### src/rtl/adder_pkg.sv
// Shared definitions for the adder accumulator stage: adder width, FSM states
// and the clamp value used when the ACC_SAT_EN build option is enabled.
package adder_pkg;
  localparam int ADDER_W = 4;
  localparam logic [ADDER_W-1:0] SAT_VAL = '1;

  typedef enum logic {
    ST_ACC  = 1'b0,
    ST_DONE = 1'b1
  } state_t;
endpackage

### src/rtl/adder.sv
// Ripple-carry adder: S = A + B + Cin, carry chained through one full adder per bit.
module adder
  import adder_pkg::*;
#(
  parameter int W = ADDER_W
) (
  input  logic [W-1:0] i_a,
  input  logic [W-1:0] i_b,
  input  logic         i_cin,
  output logic [W-1:0] o_s,
  output logic         o_cout
);
  logic [W:0] w_c;

  assign w_c[0] = i_cin;

  for (genvar g = 0; g < W; g++) begin : g_fa
    assign o_s[g]   = i_a[g] ^ i_b[g] ^ w_c[g];
    assign w_c[g+1] = (i_a[g] & i_b[g]) | (w_c[g] & (i_a[g] ^ i_b[g]));
  end

  assign o_cout = w_c[W];
endmodule

### src/rtl/adder_acc_stage.sv
// Accumulator stage around the ripple-carry adder: sums a packet of beats and
// offers the result downstream. Build option ACC_SAT_EN clamps acc on carry-out.
//
// Handshakes: a beat moves on in_valid & in_ready, the result moves on
// out_valid & out_ready; valid never depends on ready, and in_ready/out_valid
// are pure decodes of the state register so they never see input paths.
// The adder is instantiated here; add_s/add_cout are driven out for observation.
module adder_acc_stage
  import adder_pkg::*;
#(
  parameter int W     = ADDER_W,
  parameter int CNT_W = 4
) (
  input  logic             clk,
  input  logic             rst_n,
  input  logic             in_valid,
  output logic             in_ready,
  input  logic [W-1:0]     in_b,
  input  logic             in_cin,
  input  logic             in_last,
  output logic [W-1:0]     add_a,
  output logic [W-1:0]     add_b,
  output logic             add_cin,
  output logic [W-1:0]     add_s,
  output logic             add_cout,
  output logic             out_valid,
  input  logic             out_ready,
  output logic [W-1:0]     out_sum,
  output logic             out_ovf,
  output logic [CNT_W-1:0] out_count,
  output state_t           dbg_state
);
  localparam logic [CNT_W-1:0] CNT_MAX = '1;

  state_t           r_state;
  logic [W-1:0]     r_acc;
  logic             r_ovf;
  logic [CNT_W-1:0] r_cnt;

  logic [W-1:0]     w_sum;
  logic             w_cout;
  logic [W-1:0]     w_next_acc;
  logic             w_accept;

  adder #(.W(W)) u_adder (
    .i_a    (r_acc),
    .i_b    (in_b),
    .i_cin  (in_cin),
    .o_s    (w_sum),
    .o_cout (w_cout)
  );

`ifdef ACC_SAT_EN
  assign w_next_acc = w_cout ? SAT_VAL : w_sum;
`else
  assign w_next_acc = w_sum;
`endif

  assign w_accept  = in_valid & in_ready;
  assign in_ready  = (r_state == ST_ACC);
  assign out_valid = (r_state == ST_DONE);

  assign add_a     = r_acc;
  assign add_b     = in_b;
  assign add_cin   = in_cin;
  assign add_s     = w_sum;
  assign add_cout  = w_cout;

  assign out_sum   = r_acc;
  assign out_ovf   = r_ovf;
  assign out_count = r_cnt;
  assign dbg_state = r_state;

  always_ff @(posedge clk or negedge rst_n) begin
    if (!rst_n) begin
      r_state <= ST_ACC;
      r_acc   <= '0;
      r_ovf   <= 1'b0;
      r_cnt   <= '0;
    end else begin
      case (r_state)
        ST_ACC: begin
          if (w_accept) begin
            r_acc <= w_next_acc;
            r_ovf <= r_ovf | w_cout;
            if (r_cnt != CNT_MAX) r_cnt <= r_cnt + CNT_W'(1);
            if (in_last) r_state <= ST_DONE;
          end
        end
        ST_DONE: begin
          // Clearing here means the next beat can only land on the following cycle.
          if (out_ready) begin
            r_acc   <= '0;
            r_ovf   <= 1'b0;
            r_cnt   <= '0;
            r_state <= ST_ACC;
          end
        end
        default: r_state <= ST_ACC;
      endcase
    end
  end
endmodule

### config.mk
export PLATFORM = sky130hd
export DESIGN_NAME = adder_acc_stage
export DESIGN_NICKNAME = d
export VERILOG_FILES = /design/src/rtl/adder_pkg.sv /design/src/rtl/adder.sv /design/src/rtl/adder_acc_stage.sv
export SDC_FILE = /design/constraint.sdc
export NUM_CORES = 1
export LEC_CHECK = 0
export CORE_UTILIZATION = 53
export DETAILED_ROUTE_END_ITERATION = 12
export DONT_BUFFER_PORTS = 1
export GPL_ROUTABILITY_DRIVEN = 0
export PLACE_DENSITY = 0.68
export SYNTH_ARGS = -nofsm -noshare
export SYNTH_HDL_FRONTEND = slang
export SYNTH_SLANG_ARGS = --single-unit
export TNS_END_PERCENT = 30
### constraint.sdc
create_clock -name clk -period 3.29 [get_ports clk]
set_clock_uncertainty 0.05 [all_clocks]
set_input_delay 0.8225 -clock clk [delete_from_list [all_inputs] [get_ports clk]]
set_output_delay 0.8225 -clock clk [all_outputs]
set_load 0.03 [all_outputs]
==> summary.txt, run 1 <==
STA
  • Endpoints failing hold: 0
  • Slew Viols, Final: 0
  • Min setup slack post-route: approximately 0.036 ns
  • Least-Margin Pin Slew: approximately 0.46 ns
  • Worst rel slew slack: 69.5%
  • Setup tns final: 0 ns
  • RSZ-0062 raised after global routing: yes
  • Fmax achieved: 307 MHz
  • Tcrit/Tclk final: roughly 100%
  • Setup violations, final: 0
  • Crit path time final: approximately 3.3 ns

Yosys
  • Post-synth top area cell: dfrtp_1
  • Syn Area/Cell: between 9 and 10 um2
  • Top post-synthesis cells by area: dfrtp_1 34%, fa_1 11%, buf_4 10%
  • Post-synthesis cell count: between 70 and 80
  • Area share of the largest cell type after synthesis: between 30% and 40%
  • Ys Warns: 0
  • Distinct cells, synth: 26
  • Cell area after synthesis: slightly above 700 um2
  • Sequential area share after synthesis: ~34%
  • Synth Net Count: 93
  • Synth Register Bits: 10

Power and ir drop
  • Clock group share of total power: 13.0%
  • Sw Ratio: 55.4%
  • Sequential share of power: a little over 30%
  • VDD IR-drop max: about 0.71 mV
  • P_leak: between 0.3 and 0.4 nW
  • Comb power frac: ~57%
  • Cell Int Power: between 0.0003 and 0.0004 W
  • NetSw: slightly below 0.0005 W
  • Pwr dens: approximately 1100 mW/mm2
  • Design Power: slightly below 0.0009 W

Layout
  • Multi-input gate area: 332 um2
  • Final Util: between 60% and 70%
  • Commonest non-fill, non-tap cells in the layout: 10 x inv_1, 10 x dfrtp_1, 7 x nand2_1
  • Fraction of layout cells with a size suffix above 1: around 29%
  • Filler cells: approximately 100
  • Area Growth Syn to Fin: 5.86%
  • FF/Latch Area: 250 um2
  • Final Net Count: slightly above 90
  • Diode count: 0

Min path
  • HP Class: input pin to async pin

Die
  • Row count: 12
  • Area of the die: between 0.0015 and 0.002 mm2
  • Starting Density: around three fifths
  • Die X: 39.0 um
  • Area of the core: between 0.001 and 0.0015 mm2
  • Die span in y: 39.0 um
  • Top-Level Pins: 36

Critical path
  • Startpoint Class: input pin
  • CP endpoint kind: output port
  • Reg2reg setup slack: about 0.90 ns
  • Critical path, cell by cell: inv_8, fa_2, inv_2, fa_2, inv_2, fa_2, fa_1, inv_2
  • CP max stage cell: fa_1
  • Crit path arrival time: between 2 and 2.5 ns
  • Crit Path Class: input pin to output port
  • CP max stage delay: around 0.44 ns
  • Critical path fanouts, max: 2
  • Required time of the critical path: between 2 and 2.5 ns

CTS
  • Hold buffers post-CTS: 0
  • # H-tree levels: 1
  • TritonCTS Buffers: 3
  • CTS tree: yes
  • Clock root buffer: clkbuf_4
  • Clk buf depth: 2
  • Worst skew pair latency: approximately 0.28 ns
  • Setup Buffers After CTS: 0
  • CTS sink cnt: 10
  • CTS clk-pin slew, worst paths: ~0.07 ns

Drt
  • Final antenna-violating net count: 0
  • Wire per inst: between 10 and 15 um
  • Iter 0 DRT Violations: 8
  • DR vias: 490
  • Drt total wl: between 1 and 1.5 mm
  • Remaining DRCs: 0
  • Detailed Routing Iterations Pass 1: 4
  • Via density: around 5.4

GRT
  • Total gr overflow: 0
  • Largest net degree at the start of global routing: 15
  • Initial antenna violation count: 0
  • Total track usage: between 20% and 30%
  • First-pass GRT wire length: 2.04 mm
  • Number of global-route vias before repair: between 400 and 500

Place
  • Pre-CTS setup slack: -0.117 ns
  • Final HPWL DP: ~970 um
  • Port bufs: 0

Status
  • Status: completed

Flow run
  • Max-cap violations: 0
==> registers in the layout, summed over array words and instances (netlist names) <==
| signal | count |
|---|---|
| out_count | 4 |
| out_ovf | 1 |
| add_a | 4 |
| dbg_state | 1 |
==> final timing paths <==
kind	from	cells past startpoint	end
setup / recovery	in_b[0]	8	add_s[3]
hold / removal	rst_n	0	out_count[3]$_DFFE_PN0P_
setup reg to reg	add_a[0]$_DFFE_PN0P_	10	add_a[3]$_DFFE_PN0P_
hold reg to reg	out_ovf$_DFFE_PN0P_	1	out_ovf$_DFFE_PN0P_
max in group asynchronous	rst_n	0	out_ovf$_DFFE_PN0P_
min in group clk	out_ready	1	add_a[3]$_DFFE_PN0P_
==> worst max-delay path: cells and delay by family <==
kind / cells / cell delay, ns
fa+ha+maj: 4 / 1.29
buf+inv: 4 / 0.26
==> per-layer routing <==
metal,vias to the layer above,global-route usage (%),part of all wire (%)
li1,232,-,-
met1,233,22.3,38
met2,23,35.0,51
met3,2,11.6,9.6
met4,0,5.17,0.95
met5,-,0,0
==> power by group through the flow <==
stage	Sequential [W]	Combinational, W	Clock, W
2_1_floorplan	0.000320	0.000360	0
3_3_place_gp	0.000264	0.000466	0
3_5_place_dp	0.000266	0.000481	0
4_1_cts	0.000264	0.000498	0.000116
5_1_grt	0.000271	0.000537	0.000120
6_report	0.000264	0.000492	0.000113
==> what timing repair did <==
| action | 4_1_cts | 5_1_grt |
|---|---|---|
| pin swaps | 4 | 4 |
| endpoints found under the setup margin | 2 | 2 |
| resized for setup | 11 | 3 |
==> final cells by class <==
cell class                 instances  area share (%)
clock buffer                       4            4.72
sequential                        10            32.6
timing repair buffer               6            7.49
inverter                          16            9.77
tap                               14            2.28
multi-input combinational         40            43.2
==> metrics by stage <==
stage                     cells  hold WS, ns  instance area, um2
after floorplan              78        0.477                 726
after global placement       86        0.477                 709
after detailed placement     86        0.477                 709
after CTS                    90        0.176                 761
after global routing         90        0.168                 768
final                        90        0.181                 768
==> cell usage after synthesis (all sizes together) <==
master and count:
inv 16, buf 12, dfrtp 10, nand2 8, mux2i 6, fa 4, a21oi 3, o21ai 3
nor2 2, a211oi 1, a21o 1, a31oi 1, and2b 1, ha 1, nand2b 1, nand3 1
nand4 1, nand4b 1, nor2b 1, nor3 1, o21a 1, o22ai 1, o2bb2ai 1
==> kinds of logic (layout without fill, tap and decap cells) <==
logic type                 Yosys count  after routing  synth area share [%]
AOI/OAI and AO/OA                   12             12                  10.9
adders and majority gates            5              5                  12.8
buffers and inverters               28             26                  20.9
DFF                                 10             10                  34.5
muxes                                6              6                  8.28
and+or+nand+nor                     17             17                  12.8
Note: power is estimated with default switching activity, not from simulation.
==> run 2: changes to the inputs <==
CORE_MARGIN = 1   (was default)
==> results of run 2 <==
The final DEF is identical to that of run 1; final timing and power are the same.
==> run 3: changes to the inputs <==
CORE_AREA = 2 2 39 41   (was default)
CORE_MARGIN = default   (was 1)
CORE_UTILIZATION = default   (was 53)
DIE_AREA = 0 0 41 43   (was default)
PLACE_DENSITY = 0.67   (was 0.68)
SLEW_MARGIN = 20   (was default)
clock period = 3.9 ns   (was 3.29 ns; I/O delays follow)
==> run 3 against run 2 <==
  * Total power decreased by 26%
  * Largest cell class unchanged
  * Critical path type unchanged
  * Register-to-register slack improved by 0.45 ns
  * Critical path depth unchanged
  * First-iteration DRC count increased by 75%
  * Cell count decreased by 2.2%
  * Wire length decreased by 2.5%
==> summary.txt, run 3 (synthesized netlist as in run 1, its figures left out) <==
Critical path
  • CP delay by family, top: adder cells
  • CP max stage cell: fa_1
  • Startpoint Class: input pin
  • CP max stage delay: 0.43 ns (about the same)
  • Critical path fanouts, max: 2 (unchanged)
  • CP endpoint kind: output port
  • Required time of the critical path: 2.87 ns (+0.45 ns)
  • Crit path arrival time: 2.75 ns (+0.37 ns)
  • CP bufs+invs: 4 (unchanged)
  • Crit Path Class: input pin to output port
  • Critical path, cell by cell: inv_1, fa_1, inv_1, fa_1, inv_1, fa_1, fa_1, inv_1

Drt
  • Met3 Routed Length: 93 um (-23%)
  • Remaining DRCs: 0 (unchanged)
  • Iter 0 DRT Violations: 14 (+6)
  • Drt total wl: 1.23 mm (-2.5%)
  • WL met2: 613 um (-4.1%)
  • Via density: 5.26 (-3.4%)
  • Detailed Routing Iterations Pass 1: 4 (unchanged)
  • Wire per inst: 13.9 um (-0.25%)
  • Final antenna-violating net count: 0 (unchanged)
  • M1 WL: 512 um (+5.8%)
  • DR vias: 463 (-5.5%)
  • Max layer used: met4

CTS
  • Setup Buffers After CTS: 0 (unchanged)
  • Clock root buffer: clkbuf_4
  • Post-CTS sizing: 0 (-11)
  • TritonCTS Buffers: 3 (unchanged)
  • # H-tree levels: 1 (unchanged)
  • CTS sink cnt: 10 (unchanged)
  • Clk buf depth: 2 (unchanged)
  • CTS clk-pin slew, worst paths: 0.06 ns (about the same)
  • Hold buffers post-CTS: 0 (unchanged)
  • CTS tree: yes
  • Worst skew pair latency: 0.26 ns (-0.02 ns)

Die
  • Die span in y: 43 um (+10%)
  • Row count: 14 (+2)
  • Area of the core: 0.00138 mm2 (+17%)
  • Starting Density: 52.4% (-8.7 points)
  • Area of the die: 0.00176 mm2 (+16%)
  • Die X: 41 um (+5.1%)
  • Top-Level Pins: 36 (unchanged)

Place
  • Post-Place Cell Area: 677 um2 (-4.6%)
  • Final HPWL DP: 937 um (-3.5%)
  • Port bufs: 0 (unchanged)
  • Placed insts: 85 (-1.2%)
  • Pre-CTS setup slack: 0.111 ns (+0.228 ns)

STA
  • Min Hold Slack: 0.352 ns (+0.172 ns)
  • Setup violations, final: 0 (unchanged)
  • Crit path time final: about 3.8 ns
  • Setup tns final: 0 ns (unchanged)
  • Slew Viols, Final: 0 (unchanged)
  • Tcrit/Tclk final: a little over nine tenths
  • Least-Margin Pin Slew: 0.632 ns (+0.175 ns)
  • RSZ-0062 raised after global routing: no
  • Endpoints failing hold: 0 (unchanged)
  • Fmax achieved: between 200 and 300 MHz
  • Min setup slack post-route: 0.126 ns (+0.0907 ns)
  • Worst rel slew slack: 57.9% (-12 points)

Power and ir drop
  • VDD IR-drop max: 0.366 mV (-48%)
  • Pwr dens: 923 mW/mm2 (-18%)
  • P_leak: 0.362 nW (-5.4%)

Min path
  • HP Class: input pin to async pin

GRT
  • Total gr overflow: 0 (unchanged)
  • Initial antenna violation count: 0 (unchanged)
  • Largest net degree at the start of global routing: 14 (-1)
  • Number of global-route vias before repair: 486 (-1.8%)
  • First-pass GRT wire length: 1.99 mm (-2.7%)
  • Total track usage: 16.7% (-4.1 points)

Layout
  • Area Growth Syn to Fin: -3.62%
  • Fraction of layout cells with a size suffix above 1: 12.5% (-16 points)
  • Commonest non-fill, non-tap cells in the layout: 16 x inv_1, 10 x dfrtp_1, 7 x nand2_1
  • Final Net Count: 89 (-3.3%)
  • Most common cell after layout, fill and taps aside: inv_1
  • Post-route cell area: 699 um2 (-9.0%)
  • Layout Cells excl Fill: 88 (-2.2%)
  • Diode count: 0 (unchanged)

Flow run
  • Max-cap violations: 0 (unchanged)

Status
  • Status: completed
## run 3: cell count changes in the layout (fill, tap and decap cells not counted)
| cell | previous run | this run |
|---|---|---|
| buf_12 | 1 | 0 |
| buf_4 | 5 | 3 |
| clkbuf_8 | 1 | 0 |
| fa_1 | 1 | 4 |
| fa_2 | 3 | 0 |
| inv_1 | 10 | 16 |
| inv_2 | 4 | 0 |
| inv_8 | 2 | 0 |
## run 3: final timing paths
kind                                       from                        to  slack, ns  depth (start not counted)
setup / recovery                        in_b[0]                  add_s[3]       0.13                          8
hold / removal                            rst_n  out_count[1]$_DFFE_PN0P_       0.35                          0
setup reg to reg           add_a[1]$_DFFE_PN0P_      add_a[3]$_DFFE_PN0P_       1.35                          7
hold reg to reg             out_ovf$_DFFE_PN0P_       out_ovf$_DFFE_PN0P_       0.67                          1
max in group asynchronous                 rst_n      add_a[3]$_DFFE_PN0P_       3.37                          0
min in group clk            out_ovf$_DFFE_PN0P_       out_ovf$_DFFE_PN0P_       0.67                          1
## run 3: routing by layer
layer  global-route usage (%)  vias to the layer above
li1                         -                      224
met1                     19.9                      219
met2                     25.6                       18
met3                     5.76                        2
met4                     8.00                        0
met5                        0                        -
## run 3: area by class of cell
type | instances | area, um2
Timing Repair Buffer | 3 | 22.5
Sequential cell | 10 | 250
Fill cell | 129 | 684
Inverter | 16 | 60.1
Clock buffer | 3 | 22.5
Multi-Input combinational cell | 40 | 324
Tap cell | 16 | 20.0
## run 3: through the flow
stage          utilization (%)  total power (W)
4_1_cts                   50.5         0.000655
3_5_place_dp              48.9         0.000586
2_1_floorplan                -         0.000570
6_report                  50.5         0.000646
5_1_grt                   50.5         0.000696
3_3_place_gp              48.9         0.000577
## run 3: power by group
| part | leakage, nW | switching (W) | total [W] | internal (W) |
|---|---|---|---|---|
| registers | 0.125 | 0.000128 | 0.000270 | 0.000142 |
| logic | 0.223 | 0.000223 | 0.000308 | 0.0000846 |
| clock network | 0.0138 | 0.0000330 | 0.0000685 | 0.0000355 |
